**src/rtl/alu_op_decoder_if.sv**
```systemverilog
// Decode-stage bus: fetch-side valid/ready instruction input plus the decoded bundle output.
// Ports: in_valid/in_ready/instr (from fetch), out_valid/out_ready + alu_sel/use_imm/a_is_pc/imm/rd/rs1/rs2/illegal (to ALU).
// The slave modport is the decoder's view; master is the surrounding fetch/ALU (or bench) view.
interface alu_op_decoder_if;
  logic        in_valid;
  logic        in_ready;
  logic [31:0] instr;
  logic        out_valid;
  logic        out_ready;
  logic [3:0]  alu_sel;
  logic        use_imm;
  logic        a_is_pc;
  logic [31:0] imm;
  logic [4:0]  rd;
  logic [4:0]  rs1;
  logic [4:0]  rs2;
  logic        illegal;

  modport slave (
    input  in_valid, instr, out_ready,
    output in_ready, out_valid, alu_sel, use_imm, a_is_pc, imm, rd, rs1, rs2, illegal
  );

  modport master (
    output in_valid, instr, out_ready,
    input  in_ready, out_valid, alu_sel, use_imm, a_is_pc, imm, rd, rs1, rs2, illegal
  );
endinterface

```
**src/rtl/alu_op_decoder.sv**
```systemverilog
// Purpose: RV32I decode stage producing ALU select, immediate and operand-source controls.
// Latency: one cycle from input accept to output when the output slot is empty or draining.
// Backpressure: two-entry skid buffer; in_ready is registered (= skid empty), full throughput.
// Ports: clk, rst_n (async active-low), flush (sync, top priority), bus (alu_op_decoder_if.slave).
module alu_op_decoder (
  input logic            clk,
  input logic            rst_n,
  input logic            flush,
  alu_op_decoder_if.slave bus
);

  typedef struct packed {
    logic [3:0]  alu_sel;
    logic        use_imm;
    logic        a_is_pc;
    logic [31:0] imm;
    logic [4:0]  rd;
    logic [4:0]  rs1;
    logic [4:0]  rs2;
    logic        illegal;
  } dec_t;

  localparam logic [6:0] OP_R      = 7'b0110011;
  localparam logic [6:0] OP_I      = 7'b0010011;
  localparam logic [6:0] OP_LOAD   = 7'b0000011;
  localparam logic [6:0] OP_JALR   = 7'b1100111;
  localparam logic [6:0] OP_STORE  = 7'b0100011;
  localparam logic [6:0] OP_LUI    = 7'b0110111;
  localparam logic [6:0] OP_AUIPC  = 7'b0010111;
  localparam logic [6:0] OP_JAL    = 7'b1101111;
  localparam logic [6:0] OP_BRANCH = 7'b1100011;

  localparam logic [3:0] SEL_ADD    = 4'd0;
  localparam logic [3:0] SEL_SUB    = 4'd1;
  localparam logic [3:0] SEL_SLL    = 4'd2;
  localparam logic [3:0] SEL_SLT    = 4'd3;
  localparam logic [3:0] SEL_SLTU   = 4'd4;
  localparam logic [3:0] SEL_XOR    = 4'd5;
  localparam logic [3:0] SEL_SRL    = 4'd6;
  localparam logic [3:0] SEL_SRA    = 4'd7;
  localparam logic [3:0] SEL_OR     = 4'd8;
  localparam logic [3:0] SEL_AND    = 4'd9;
  localparam logic [3:0] SEL_PASS_B = 4'd15;

  // funct3 -> ALU op for R/I arithmetic; alt selects sub/sra (funct7 = 0100000).
  function automatic logic [3:0] f3_to_sel(input logic [2:0] f3, input logic alt);
    case (f3)
      3'b000:  f3_to_sel = alt ? SEL_SUB : SEL_ADD;
      3'b001:  f3_to_sel = SEL_SLL;
      3'b010:  f3_to_sel = SEL_SLT;
      3'b011:  f3_to_sel = SEL_SLTU;
      3'b100:  f3_to_sel = SEL_XOR;
      3'b101:  f3_to_sel = alt ? SEL_SRA : SEL_SRL;
      3'b110:  f3_to_sel = SEL_OR;
      default: f3_to_sel = SEL_AND;
    endcase
  endfunction

  logic [6:0]  opcode;
  logic [2:0]  funct3;
  logic [6:0]  funct7;
  logic        f7_zero;
  logic        f7_alt;
  logic [31:0] imm_i, imm_s, imm_b, imm_u, imm_j;

  assign opcode  = bus.instr[6:0];
  assign funct3  = bus.instr[14:12];
  assign funct7  = bus.instr[31:25];
  assign f7_zero = (funct7 == 7'b0000000);
  assign f7_alt  = (funct7 == 7'b0100000);

  assign imm_i = {{20{bus.instr[31]}}, bus.instr[31:20]};
  assign imm_s = {{20{bus.instr[31]}}, bus.instr[31:25], bus.instr[11:7]};
  assign imm_b = {{19{bus.instr[31]}}, bus.instr[31], bus.instr[7], bus.instr[30:25],
                  bus.instr[11:8], 1'b0};
  assign imm_u = {bus.instr[31:12], 12'b0};
  assign imm_j = {{11{bus.instr[31]}}, bus.instr[31], bus.instr[19:12], bus.instr[20],
                  bus.instr[30:21], 1'b0};

  dec_t dec;

  // Starts as the "illegal" bundle; each legal format overrides it. Register
  // indices are always copied so a trapping stage can still report them.
  // The opcode compare includes instr[1:0], so non-32-bit encodings fall to default.
  always_comb begin
    dec         = '0;
    dec.alu_sel = SEL_PASS_B;
    dec.illegal = 1'b1;
    dec.rd      = bus.instr[11:7];
    dec.rs1     = bus.instr[19:15];
    dec.rs2     = bus.instr[24:20];
    case (opcode)
      OP_R: begin
        if (f7_zero || (f7_alt && (funct3 == 3'b000 || funct3 == 3'b101))) begin
          dec.illegal = 1'b0;
          dec.alu_sel = f3_to_sel(funct3, f7_alt);
        end
      end
      OP_I: begin
        if (funct3 == 3'b001) begin
          if (f7_zero) begin
            dec.illegal = 1'b0;
            dec.alu_sel = SEL_SLL;
            dec.use_imm = 1'b1;
            dec.imm     = {27'b0, bus.instr[24:20]};
          end
        end else if (funct3 == 3'b101) begin
          if (f7_zero || f7_alt) begin
            dec.illegal = 1'b0;
            dec.alu_sel = f7_alt ? SEL_SRA : SEL_SRL;
            dec.use_imm = 1'b1;
            dec.imm     = {27'b0, bus.instr[24:20]};
          end
        end else begin
          // Non-shift immediates: upper bits are immediate, never a sub selector.
          dec.illegal = 1'b0;
          dec.alu_sel = f3_to_sel(funct3, 1'b0);
          dec.use_imm = 1'b1;
          dec.imm     = imm_i;
        end
      end
      OP_LOAD, OP_JALR: begin
        dec.illegal = 1'b0;
        dec.alu_sel = SEL_ADD;
        dec.use_imm = 1'b1;
        dec.imm     = imm_i;
      end
      OP_STORE: begin
        dec.illegal = 1'b0;
        dec.alu_sel = SEL_ADD;
        dec.use_imm = 1'b1;
        dec.imm     = imm_s;
      end
      OP_LUI: begin
        dec.illegal = 1'b0;
        dec.alu_sel = SEL_PASS_B;
        dec.use_imm = 1'b1;
        dec.imm     = imm_u;
      end
      OP_AUIPC: begin
        dec.illegal = 1'b0;
        dec.alu_sel = SEL_ADD;
        dec.use_imm = 1'b1;
        dec.a_is_pc = 1'b1;
        dec.imm     = imm_u;
      end
      OP_JAL: begin
        dec.illegal = 1'b0;
        dec.alu_sel = SEL_ADD;
        dec.use_imm = 1'b1;
        dec.a_is_pc = 1'b1;
        dec.imm     = imm_j;
      end
      OP_BRANCH: begin
        if (funct3 != 3'b010 && funct3 != 3'b011) begin
          dec.illegal = 1'b0;
          dec.imm     = imm_b;
          if (funct3[2:1] == 2'b00)      dec.alu_sel = SEL_SUB;
          else if (funct3[2:1] == 2'b10) dec.alu_sel = SEL_SLT;
          else                           dec.alu_sel = SEL_SLTU;
        end
      end
      default: ;
    endcase
  end

  dec_t main_dat, skid_dat;
  logic main_vld, skid_vld;
  logic in_fire;
  logic main_free;

  // Skid only fills while main is stalled, so "skid empty" is a safe registered ready.
  assign in_fire   = bus.in_valid & ~skid_vld;
  assign main_free = ~main_vld | bus.out_ready;

  always_ff @(posedge clk or negedge rst_n) begin
    if (!rst_n) begin
      main_vld <= 1'b0;
      skid_vld <= 1'b0;
      main_dat <= '0;
      skid_dat <= '0;
    end else if (flush) begin
      main_vld <= 1'b0;
      skid_vld <= 1'b0;
    end else if (main_free) begin
      if (skid_vld) begin
        // Older word in skid goes first; input is blocked while skid is full.
        main_dat <= skid_dat;
        main_vld <= 1'b1;
        skid_vld <= 1'b0;
      end else if (in_fire) begin
        main_dat <= dec;
        main_vld <= 1'b1;
      end else begin
        main_vld <= 1'b0;
      end
    end else if (in_fire) begin
      skid_dat <= dec;
      skid_vld <= 1'b1;
    end
  end

  assign bus.in_ready  = ~skid_vld;
  assign bus.out_valid = main_vld;
  assign bus.alu_sel   = main_dat.alu_sel;
  assign bus.use_imm   = main_dat.use_imm;
  assign bus.a_is_pc   = main_dat.a_is_pc;
  assign bus.imm       = main_dat.imm;
  assign bus.rd        = main_dat.rd;
  assign bus.rs1       = main_dat.rs1;
  assign bus.rs2       = main_dat.rs2;
  assign bus.illegal   = main_dat.illegal;

endmodule

```
**src/flat_wrapper.sv**
```systemverilog
// flat-port wrapper written by rule: the top's interface ports become plain ports
module alu_op_decoder_flat 
  (clk, rst_n, flush, bus_in_valid, bus_instr, bus_out_ready, bus_in_ready, bus_out_valid, bus_alu_sel, bus_use_imm, bus_a_is_pc, bus_imm, bus_rd, bus_rs1, bus_rs2, bus_illegal);
  alu_op_decoder_if bus_i ();
  input logic clk;
  input logic rst_n;
  input logic flush;
  input wire logic [$bits(bus_i.in_valid)-1:0] bus_in_valid;
  input wire logic [$bits(bus_i.instr)-1:0] bus_instr;
  input wire logic [$bits(bus_i.out_ready)-1:0] bus_out_ready;
  output wire logic [$bits(bus_i.in_ready)-1:0] bus_in_ready;
  output wire logic [$bits(bus_i.out_valid)-1:0] bus_out_valid;
  output wire logic [$bits(bus_i.alu_sel)-1:0] bus_alu_sel;
  output wire logic [$bits(bus_i.use_imm)-1:0] bus_use_imm;
  output wire logic [$bits(bus_i.a_is_pc)-1:0] bus_a_is_pc;
  output wire logic [$bits(bus_i.imm)-1:0] bus_imm;
  output wire logic [$bits(bus_i.rd)-1:0] bus_rd;
  output wire logic [$bits(bus_i.rs1)-1:0] bus_rs1;
  output wire logic [$bits(bus_i.rs2)-1:0] bus_rs2;
  output wire logic [$bits(bus_i.illegal)-1:0] bus_illegal;
  assign bus_i.in_valid = bus_in_valid;
  assign bus_i.instr = bus_instr;
  assign bus_i.out_ready = bus_out_ready;
  assign bus_in_ready = bus_i.in_ready;
  assign bus_out_valid = bus_i.out_valid;
  assign bus_alu_sel = bus_i.alu_sel;
  assign bus_use_imm = bus_i.use_imm;
  assign bus_a_is_pc = bus_i.a_is_pc;
  assign bus_imm = bus_i.imm;
  assign bus_rd = bus_i.rd;
  assign bus_rs1 = bus_i.rs1;
  assign bus_rs2 = bus_i.rs2;
  assign bus_illegal = bus_i.illegal;
  alu_op_decoder u_core (.clk(clk), .rst_n(rst_n), .flush(flush), .bus(bus_i));
endmodule
```
**config.mk**
```make
export PLATFORM = sky130hd
export DESIGN_NAME = alu_op_decoder_flat
export DESIGN_NICKNAME = d
export VERILOG_FILES = /design/src/rtl/alu_op_decoder_if.sv /design/src/rtl/alu_op_decoder.sv /design/src/flat_wrapper.sv
export SDC_FILE = /design/constraint.sdc
export NUM_CORES = 1
export LEC_CHECK = 0
export CORE_UTILIZATION = 58
export CTS_BUF_LIST = sky130_fd_sc_hd__clkbuf_16
export DETAILED_ROUTE_END_ITERATION = 6
export GPL_ROUTABILITY_DRIVEN = 0
export PLACE_DENSITY = 0.86
export SLEW_MARGIN = 10
export SYNTH_ARGS = -nofsm -noshare
export SYNTH_HDL_FRONTEND = slang
export SYNTH_SLANG_ARGS = --single-unit
export TNS_END_PERCENT = 50
```
**constraint.sdc**
```tcl
create_clock -name clk -period 5.13 [get_ports clk]
set_input_delay 1.026 -clock clk [delete_from_list [all_inputs] [get_ports clk]]
set_output_delay 1.026 -clock clk [all_outputs]
set_load 0.05 [all_outputs]
```
==> impl_results.md, run 1 <==
- Fillers: 666
- I/O Buffers: 92
- Gr usage total: 0.3106
- Tmin final: 3.419 ns
- Register bit total from synthesis: 110
- Switching power: 0.0008049 W
- Final nets: 727
- Critical path startpoint category: input port
- Crit path kind: in2reg
- Reg2Reg Depth: 6
- Most common cell on crit path: a21oi_1
- Clock share of power: 0.301
- Max Fanout on Critical Path: 16
- Initial Utilization: 0.5992
- Final period util: 0.6664
- Worst Hold Class: reg2reg
- Number of flops mapped to enable cells by yosys: 0
- Ratio of cells with drive above 1 in the final layout: 0.06926
- Pin count of the biggest net entering global routing: 70
- P_int: 0.001585 W
- Area Overhead vs Synth: 22.69%
- Seq/Total Area, Yosys: 0.4972
- Worst slew pin tran: 1.067 ns
- Routed len/inst: 18.34 um
- Worst Path Buf+Inv: 1
- I/O pins: 93
- First-pass GRT wire length: 24320 um
- WP data arrival: 3.59 ns
- Final setup TNS: 0 ns
- DR iter-0 viols: 389
- Clk sink count: 110
- Clock skew: 0.007944 ns
- Clock H-tree levels: 3
- # hold bufs at CTS: 0
- Core Box Area: 0.009240 sq mm
- Max Fclk: 0.2925 GHz
- Final hold violation count: 0
- Ys async rst share: 1.000
- Power Density: 351.8 mW/mm^2
- GRT overflow: 0
- RSZ-0062 raised after global routing: false
- CTS tree: yes
- Syn avg cell area: 8.916 sq um
- Sequential share of power: 0.449
- Comb power frac: 0.250
- Num CTS Buffers: 9
- Failing checks: design-rule violations
- Synthesized instance count: 621
- Cell taking the most area after synthesis: dfrtp_1
- Mapped cell area: 0.005537 sq mm
- First-pass DRT Iterations: 7
- Final max-slew violation count: 0
- Post_cts resized: 0
- Distinct cells, synth: 58
- Final wirelength: 15080 um
- Post-DP HPWL: 10030 um
- CP Depth: 7
- Crit path cell chain: clkdlybuf4s50_1, ha_1, nand2b_1, a21oi_1, o21ai_1, a31oi_1, a21oi_1
- DIE AREA: 0.009940 sq mm
- VDD IR max: 243.3 uV
- Clock Tree Root: clkbuf_16
- CP endpoint kind: register
- Vias: 5200
- Clock Pin Slew Worst Setup and Hold Paths: 0.08 ns
- Switching Share: 0.3368
- Rows: 35
- Final setup vio count: 0
- Syn_nets: 660
- Chip height: 99.70 um
- Clock latency on the worst-skew pair: 0.35 ns
- Max_slew headroom: 0.2856
- Max-Cap Viols: 0
- Antenna-violating nets left: 0
- Number of global-route vias before repair: 4900
- Status: finished, violations left
- Top-area cell type share of the netlist area: 0.4972
- Initial antenna violation count: 0
- Vias/cell: 6.326
- Worst Hold Slack: 0.4789 ns
- Top post-synthesis cells by area: dfrtp_1 (50%), nand2_1 (8.4%), o21ai_0 (5.7%)
- Die width: 99.70 um
- Worst-case clock buffer depth: 2
- Top FF cell, synth: dfrtp_1
- Synth warn: 0
- Top cell family by delay on the critical path: compound AO/OA/AOI/OAI gates
- Diodes inserted: 0
- Post-CTS setup buffer count: 0
- Slowest-stage cell, CP: a31oi_1
- Hold path depth: 2
- Leak Pwr: 2.791 nW
- Worst stage delay on the critical path: 0.82 ns
- DRC violations left: 3
- CP required: 5.30 ns
[synthesized netlist by cell type, types with 5 or more instances]
| master | count |
|---|---|
| nor2_1 | 33 |
| a31oi_1 | 15 |
| o21ai_1 | 10 |
| nor2b_1 | 6 |
| nand3_1 | 17 |
| nand2b_1 | 10 |
| mux2i_1 | 16 |
| clkbuf_1 | 25 |
| nand2_1 | 124 |
| a21oi_1 | 48 |
| and3_1 | 17 |
| nor3_1 | 7 |
| buf_2 | 15 |
| o21ai_0 | 63 |
| dfrtp_1 | 110 |
| a21oi_2 | 5 |
| a22oi_1 | 6 |
| or3_1 | 26 |
| o22ai_1 | 6 |
[routing by layer]
| metal | vias up | routed length, um | track usage | part of all wire |
|---|---|---|---|---|
| met5 | - | 0 | 0 | 0 |
| li1 | 2339 | - | - | - |
| met4 | 0 | 517 | 0.1471 | 0.034 |
| met1 | 2507 | 6045 | 0.4234 | 0.40 |
| met2 | 302 | 7315 | 0.4912 | 0.49 |
| met3 | 52 | 1200 | 0.04638 | 0.080 |
[layout by cell type, fill, tap and decap left out, types with 3 or more instances in the layout]
cell type | Yosys | final
buf_4 | 2 | 8
a22oi_1 | 6 | 6
nor2_1 | 33 | 33
a21oi_2 | 5 | 5
dfrtp_1 | 110 | 110
a211oi_1 | 3 | 3
nand3_1 | 17 | 17
and3b_1 | 3 | 3
o31ai_1 | 4 | 4
inv_1 | 4 | 4
clkdlybuf4s50_1 | 0 | 91
or3_1 | 26 | 25
nor4_1 | 4 | 4
nor2b_1 | 6 | 6
o21ai_1 | 10 | 10
clkbuf_16 | 0 | 9
a21oi_1 | 48 | 48
nor2_2 | 3 | 3
o22ai_1 | 6 | 6
nor3_1 | 7 | 6
nand2b_1 | 10 | 10
a31oi_1 | 15 | 15
nand2_1 | 124 | 124
o21ai_0 | 63 | 63
mux2i_1 | 16 | 16
and3_1 | 17 | 17
[through the flow]
stage / utilization / setup WS (ns) / area [sq um] / cells / power, W
after floorplan: - / 2.508 / 5537 / 621 / 0.001445
after global placement: 0.7021 / 1.596 / 6487 / 806 / 0.001656
after CTS: 0.7351 / 1.797 / 6793 / 822 / 0.002390
after global routing: 0.7351 / 1.523 / 6793 / 822 / 0.002480
after detailed placement: 0.7021 / 1.453 / 6487 / 806 / 0.001679
final: 0.7351 / 1.711 / 6793 / 822 / 0.002390
[power by group through the flow]
stage | logic (W) | clock network (W) | registers [W]
final | 0.000598 | 0.000719 | 0.00107
after detailed placement | 0.000592 | 0 | 0.00109
after CTS | 0.000597 | 0.000723 | 0.00107
after floorplan | 0.000186 | 0 | 0.00126
after global placement | 0.000576 | 0 | 0.00108
after global routing | 0.000639 | 0.000757 | 0.00108
[state kept, by name, summed over array words and instances, names as in the netlist]
register and count:
u_core.bus.imm 32, u_core.bus.alu_sel 4, u_core.bus.out_valid 1, u_core.bus.rs1 5, u_core.bus.use_imm 1, u_core.skid_vld 1, u_core.bus.rd 5, u_core.bus.rs2 5
u_core.skid_dat 54, u_core.bus.a_is_pc 1, u_core.bus.illegal 1
[worst min-delay path, cell delays in order, from the launching register on]
cell	delay, ns
dfrtp_1	0.35
nand2_1	0.05
nand2_1	0.05
[logic make-up after synthesis]
kind of cell               Yosys count  synth area share
AOI/OAI and AO/OA                  177            0.1928
buffers and inverters               47           0.03661
and+or+nand+nor                    266            0.2344
DFF                                110            0.4972
adders and majority gates            2          0.004519
muxes                               18           0.03299
xor gates and xnor gates             1          0.001582
[area by class of cell]
cell class | count | area [sq um] | area share
clock buffer | 9 | 225.2 | 0.03316
clock inverter | 7 | 80.08 | 0.01179
inverter | 4 | 15.01 | 0.002210
multi-input combinational | 464 | 2587 | 0.3809
sequential | 110 | 2753 | 0.4052
tap | 129 | 161.4 | 0.02376
timing repair buffer | 99 | 970.9 | 0.1429
[worst paths after layout]
path / start / slack, ns / endpoint
worst min register to register: u_core.skid_dat[10] / 0.48 / u_core.skid_dat[10]
max in group asynchronous: rst_n / 3.25 / u_core.bus.imm[20]
worst max register to register: u_core.skid_vld / 1.88 / u_core.bus.imm[7]
min in group asynchronous: rst_n / 0.77 / u_core.bus.rs2[4]
worst min-delay path: u_core.skid_dat[10] / 0.48 / u_core.skid_dat[10]
worst max-delay path: bus_instr[13] / 1.71 / u_core.skid_dat[45]
Power figures use the tool's default switching activity.
==> run 2, diff against run 1 <==
Settings changed: CORE_UTILIZATION 58 to 54, PLACE_DENSITY 0.86 to 0.81.
Clock period 5.13 ns to 3.3 ns, I/O delays scaled along.
==> run 2 against run 1 <==
The run now ends clean. Clock-buffer cell count is the same. Largest cell class unchanged. Via count shrank 1.3%. Design area grew 1.5%. Critical endpoint is now u_core.bus.imm[27]. Routed wire length grew 0.36%.
==> impl_results.md, run 2 (synthesis gave the netlist of run 1 again) <==
- Status: complete, no violations
- DIE AREA: 0.01066 sq mm (+7.3%)
- CP required: 3.55 ns (-1.75 ns)
- Area Overhead vs Synth: 24.59%
- Initial antenna violation count: 0 (unchanged)
- Clock Tree Root: clkbuf_16
- Dpl ws: 0.4061 ns (-1.046 ns)
- Crit path kind: in2reg
- Worst slew pin tran: 0.7628 ns (-0.3038 ns)
- First-pass DRT Iterations: 5 (-2)
- Post-DP HPWL: 10070 um (+0.39%)
- Post-CTS setup buffer count: 0 (unchanged)
- # hold bufs at CTS: 0 (unchanged)
- Worst-case clock buffer depth: 2 (unchanged)
- Reg area: 0.002753 sq mm (unchanged)
- Final max-slew violation count: 0 (unchanged)
- Final nets: 741 (+1.9%)
- Final wirelength: 15130 um (+0.36%)
- WP data arrival: 2.83 ns (-0.76 ns)
- Core Box Area: 0.009864 sq mm (+6.8%)
- Most common cell on crit path: a31oi_1
- Max reg flops: 54 (unchanged)
- Vias/cell: 6.113 (-3.4%)
- Final setup TNS: 0 ns (unchanged)
- Max Fclk: 0.3880 GHz
- Tmin final: 2.577 ns
- Routed len/inst: 18.02 um (-1.8%)
- Clk sink count: 110 (unchanged)
- PnR worst setup slack: 0.7227 ns (-0.9886 ns)
- Power Density: 532.7 mW/mm^2 (+51%)
- Clock latency on the worst-skew pair: 0.35 ns (about the same)
- Diodes inserted: 0 (unchanged)
- Worst Hold Class: in2async
- CTS tree: yes
- Final setup vio count: 0 (unchanged)
- Num CTS Buffers: 9 (unchanged)
- Crit path cell chain: clkdlybuf4s50_1, nand2b_1, a31oi_1, o2bb2ai_1, nand3_1, a31oi_1
- First-pass GRT wire length: 24150 um (-0.68%)
- Final period util: 0.7810
- Post_cts resized: 0 (unchanged)
- Commonest non-fill, non-tap cell in the layout: nand2_1
- Antenna-violating nets left: 0 (unchanged)
- Final hold violation count: 0 (unchanged)
- CP endpoint kind: register
- VDD IR max: 253.1 uV (+4.0%)
- I/O pins: 93 (unchanged)
- Vias: 5135 (-1.3%)
- Reg with most FFs: u_core.skid_dat
- DR iter-0 viols: 355 (-8.7%)
- Max_slew headroom: 0.4914 (+0.2059)
- Pin count of the biggest net entering global routing: 59 (-16%)
- GRT overflow: 0 (unchanged)
- Die width: 103.3 um (+3.6%)
- Fillers: 771 (+16%)
- Clock H-tree levels: 3 (unchanged)
- RSZ-0062 raised after global routing: false
- Ratio of cells with drive above 1 in the final layout: 0.09052 (+0.02126)
- Number of global-route vias before repair: 4723 (-3.6%)
- Slowest-stage cell, CP: clkdlybuf4s50_1
- Clock skew: 0.01036 ns (+0.002420 ns)
- Clock Pin Slew Worst Setup and Hold Paths: 0.08 ns (about the same)
- Max Fanout on Critical Path: 14 (-2)
- Critical path startpoint category: input port
- Most frequent cells in the layout: nand2_1 (124), dfrtp_1 (110), clkdlybuf4s50_1 (90)
- Chip height: 103.3 um (+3.6%)
- Leak Pwr: 2.863 nW (+2.6%)
- I/O Buffers: 92 (unchanged)
- Rows: 36 (+2.9%)
- DRC violations left: 0 (-3)
- Worst stage delay on the critical path: 0.74 ns (-0.08 ns)
- Initial Utilization: 0.5613 (-0.03792)
- Max-Cap Viols: 0 (unchanged)
- Gr usage total: 0.2949 (-0.01571)
- Area of the multi-input gates: 0.002587 sq mm (unchanged)
==> run 2: final cells by class <==
| class | count | share of cell area |
|---|---|---|
| Sequential cell | 110 | 0.3991 |
| Multi-Input combinational cell | 464 | 0.3751 |
| Timing Repair Buffer | 113 | 0.1574 |
| Clock buffer | 9 | 0.03265 |
| Tap cell | 133 | 0.02412 |
| Clock inverter | 7 | 0.009432 |
| Inverter | 4 | 0.002177 |
==> run 2: path summary, 6_finish.rpt <==
check | start | end | slack [ns] | cells after the start
hold / removal | rst_n | u_core.skid_dat[37] | 0.37 | 1
max in group asynchronous | rst_n | u_core.skid_dat[23] | 2.10 | 2
min in group clk | u_core.skid_dat[12] | u_core.skid_dat[12] | 0.48 | 2
setup / recovery | bus_instr[2] | u_core.bus.imm[27] | 0.72 | 6
hold reg to reg | u_core.skid_dat[12] | u_core.skid_dat[12] | 0.48 | 2
setup reg to reg | u_core.skid_vld | u_core.bus.imm[14] | 1.17 | 5
==> run 2: through the flow <==
stage                     total power (W)  std cells  area, sq um  hold WS (ns)    util
final                            0.003675        840         6898        0.3652  0.6993
after global routing             0.003831        840         6898        0.4332  0.6993
after CTS                        0.003680        840         6898        0.4106  0.6993
after detailed placement         0.002617        824         6608        0.4632  0.6698
after global placement           0.002588        824         6608        0.4553  0.6698
after floorplan                  0.002246        621         5537        0.3644       -
==> run 2: critical path, delay by kind of cell <==
family | cells | cell delay (ns)
AND/OR/NAND/NOR | 2 | 0.63
buffers and inverters | 1 | 0.74
AO/OA/AOI/OAI | 3 | 0.79
==> run 2: routing by layer <==
metal	share of wire	global-route usage	up-vias	wire length (um)
met4	0.015	0.09317	0	231
met2	0.48	0.4626	230	7322
met3	0.061	0.03629	19	923
met1	0.44	0.4300	2525	6656
met5	0	0	-	0
li1	-	-	2361	-
==> run 2: power by group <==
part | switching, W | internal, W
combinational | 0.000614 | 0.000324
sequential | 0.000114 | 0.00155
clock | 0.000541 | 0.000532
total | 0.00127 | 0.00241
==> run 3, diff against run 2 <==
Settings changed: CORE_UTILIZATION 54 to 48, PLACE_DENSITY 0.81 to 0.76.
Clock period 3.3 ns to 2.3 ns, I/O delays scaled along.
==> run 3 against run 2 <==
Worst hold slack improved by 0.089 ns. Sequential power increased by 44%. Register-to-register slack got worse by 0.76 ns. Sequential share of layout area decreased by 2.7 points. Total power increased by 44%. Flip-flop and latch count unchanged. Cell count increased by 7.1%. Via count increased by 4.9%. Non-clock buffer count increased by 53. Global-route usage decreased by 1.5 points. Critical endpoint is now u_core.bus.imm[2].
==> impl_results.md, run 3 (synthesis gave the netlist of run 1 again) <==
- Num CTS Buffers: 9 (unchanged)
- Worst Hold Class: in2async
- Comb power frac: 0.270 (+0.015)
- Power Density: 714.1 mW/mm^2 (+34%)
- Critical path startpoint category: input port
- DRC violations left: 0 (unchanged)
- I/O pins: 93 (unchanged)
- Most frequent cells in the layout: nand2_1 (124), dfrtp_1 (110), clkdlybuf4s50_1 (90)
- Final setup TNS: 0 ns (unchanged)
- Leak Pwr: 3.141 nW (+9.7%)
- Final wirelength: 15780 um (+4.3%)
- Crit path cell chain: clkdlybuf4s50_1, buf_4, nor2_1, buf_4, a21oi_1, o32ai_2, buf_12, a22oi_1, o21ai_1
- Tmin final: 2.204 ns
- Final max-slew violation count: 0 (unchanged)
- Initial antenna violation count: 0 (unchanged)
- Reg with most FFs: u_core.skid_dat
- Rows: 38 (+5.6%)
- Clock skew: 0.005707 ns (-0.004657 ns)
- P_int: 0.003495 W (+45%)
- Clock share of power: 0.277 (-0.015)
- I/O Buffers: 92 (unchanged)
- Placed instance area: 0.007082 sq mm (+7.2%)
- Clock Tree Root: clkbuf_16
- First-pass DRT Iterations: 5 (unchanged)
- CP endpoint kind: register
- Ratio of cells with drive above 1 in the final layout: 0.1539 (+0.06342)
- Post-CTS setup buffer count: 0 (unchanged)
- Reg area: 0.002753 sq mm (unchanged)
- Post-DP HPWL: 11420 um (+13%)
- Area of the multi-input gates: 0.002613 sq mm (+0.97%)
- RSZ-0062 raised after global routing: true
- Max_slew headroom: 0.6529 (+0.1614)
- WP data arrival: 2.48 ns (-0.35 ns)
- Initial Utilization: 0.5019 (-0.05933)
- Worst stage delay on the critical path: 0.52 ns (-0.22 ns)
- Final setup vio count: 0 (unchanged)
- DR iter-0 viols: 460 (+30%)
- Routed len/inst: 17.54 um (-2.7%)
- Clock latency on the worst-skew pair: 0.34 ns (about the same)
- Switching power: 0.001784 W (+41%)
- CP required: 2.57 ns (-0.98 ns)
- Status: complete, no violations
- Sequential share of power: 0.453 (about the same)
- Gr usage total: 0.2803 (-0.01466)
- Diodes inserted: 0 (unchanged)
- Slowest-stage cell, CP: clkdlybuf4s50_1
- Core Box Area: 0.01103 sq mm (+12%)
- Max reg flops: 54 (unchanged)
- Max Fclk: 0.4537 GHz
- Number of global-route vias before repair: 5181 (+9.7%)
- Worst-case clock buffer depth: 2 (unchanged)
- Final period util: 0.9583
- Max Fanout on Critical Path: 8 (-6)
- Vias: 5385 (+4.9%)
- First-pass GRT wire length: 25760 um (+6.7%)
- Area Overhead vs Synth: 33.51%
- Final nets: 794 (+7.2%)
- Clk sink count: 110 (unchanged)
- Die width: 109.4 um (+6.0%)
- Crit path kind: in2reg
- Worst slew pin tran: 0.5191 ns (-0.2437 ns)
- Antenna-violating nets left: 0 (unchanged)
- Chip height: 109.4 um (+6.0%)
- Final hold violation count: 0 (unchanged)
- GRT overflow: 0 (unchanged)
- VDD IR max: 472.0 uV (+86%)
- Vias/cell: 5.983 (-2.1%)
- Post-route cell area: 0.007392 sq mm (+7.2%)
- CTS tree: yes
- Clock Pin Slew Worst Setup and Hold Paths: 0.08 ns (about the same)
- Max-Cap Viols: 0 (unchanged)
- Clock H-tree levels: 3 (unchanged)
- Switching Share: 0.3379 (-0.007358)
- Commonest non-fill, non-tap cell in the layout: nand2_1
- Fillers: 871 (+13%)
- Most common cell on crit path: buf_4
- Pin count of the biggest net entering global routing: 61 (+3.4%)
- DIE AREA: 0.01197 sq mm (+12%)
-- run 3: changes by cell type in the layout (fill, tap and decap cells not counted), sizes merged --
| cell | before | now |
|---|---|---|
| buf | 23 | 75 |
| inv | 8 | 7 |
| clkinvlp | 1 | 2 |
| dlygate4sd3 | 0 | 1 |
-- run 3: path summary, 6_finish.rpt --
path                       slack, ns            endpoint  cells after the start                 start
min in group clk                0.48  u_core.skid_dat[6]                      2    u_core.skid_dat[6]
max reg2reg                     0.41  u_core.bus.imm[16]                      6  u_core.bus.out_valid
min reg2reg                     0.48  u_core.skid_dat[6]                      2    u_core.skid_dat[6]
max in group asynchronous       1.32  u_core.bus.imm[13]                      3                 rst_n
min                             0.45   u_core.bus.rs2[3]                      2                 rst_n
max                              0.1   u_core.bus.imm[2]                      9          bus_instr[6]
-- run 3: metal layers --
layer,share of wire,GRT usage
met1,0.42,0.3905
met2,0.47,0.4416
met3,0.072,0.03379
met4,0.030,0.1229
met5,0,0
-- run 3: cell type report --
| type | count | share of cell area |
|---|---|---|
| Inverter | 4 | 0.002031 |
| Clock buffer | 9 | 0.03047 |
| Clock inverter | 7 | 0.006770 |
| Timing Repair Buffer | 166 | 0.2112 |
| Tap cell | 140 | 0.02370 |
| Multi-Input combinational cell | 464 | 0.3534 |
| Sequential cell | 110 | 0.3724 |
-- run 3: power groups by stage --
stage	sequential, W	combinational (W)	clock, W
2_1_floorplan	0.00281	0.000415	0
3_3_place_gp	0.00241	0.00139	0
3_5_place_dp	0.00242	0.00142	0
4_1_cts	0.00239	0.00143	0.00147
5_1_grt	0.00242	0.00154	0.00155
6_report	0.00239	0.00143	0.00146
-- run 3: through the flow --
stage	utilization	std cells	power, W	hold WS, ns	setup slack (ns)
3_5_place_dp	0.6420	883	0.003845	0.2760	-0.2374
5_1_grt	0.6701	900	0.005513	0.4728	0.0006812
6_report	0.6701	900	0.005279	0.4544	0.09583
2_1_floorplan	-	621	0.003223	0.1644	0.2444
4_1_cts	0.6679	900	0.005292	0.4533	0.1270
3_3_place_gp	0.6420	883	0.003796	0.2743	-0.1881
-- run 3: critical path, delay by kind of cell --
family | cells | cell delay [ns]
AOI/OAI and AO/OA | 4 | 0.69
buffers and inverters | 4 | 1.10
and+or+nand+nor | 1 | 0.23
-- run 3: repair_timing --
| item | CTS | global route |
|---|---|---|
| setup endpoints to repair | 0 | 9 |
| endpoints found under the hold margin | 2 | 0 |
| resized for setup | 0 | 3 |
| hold buffers | 1 | 0 |
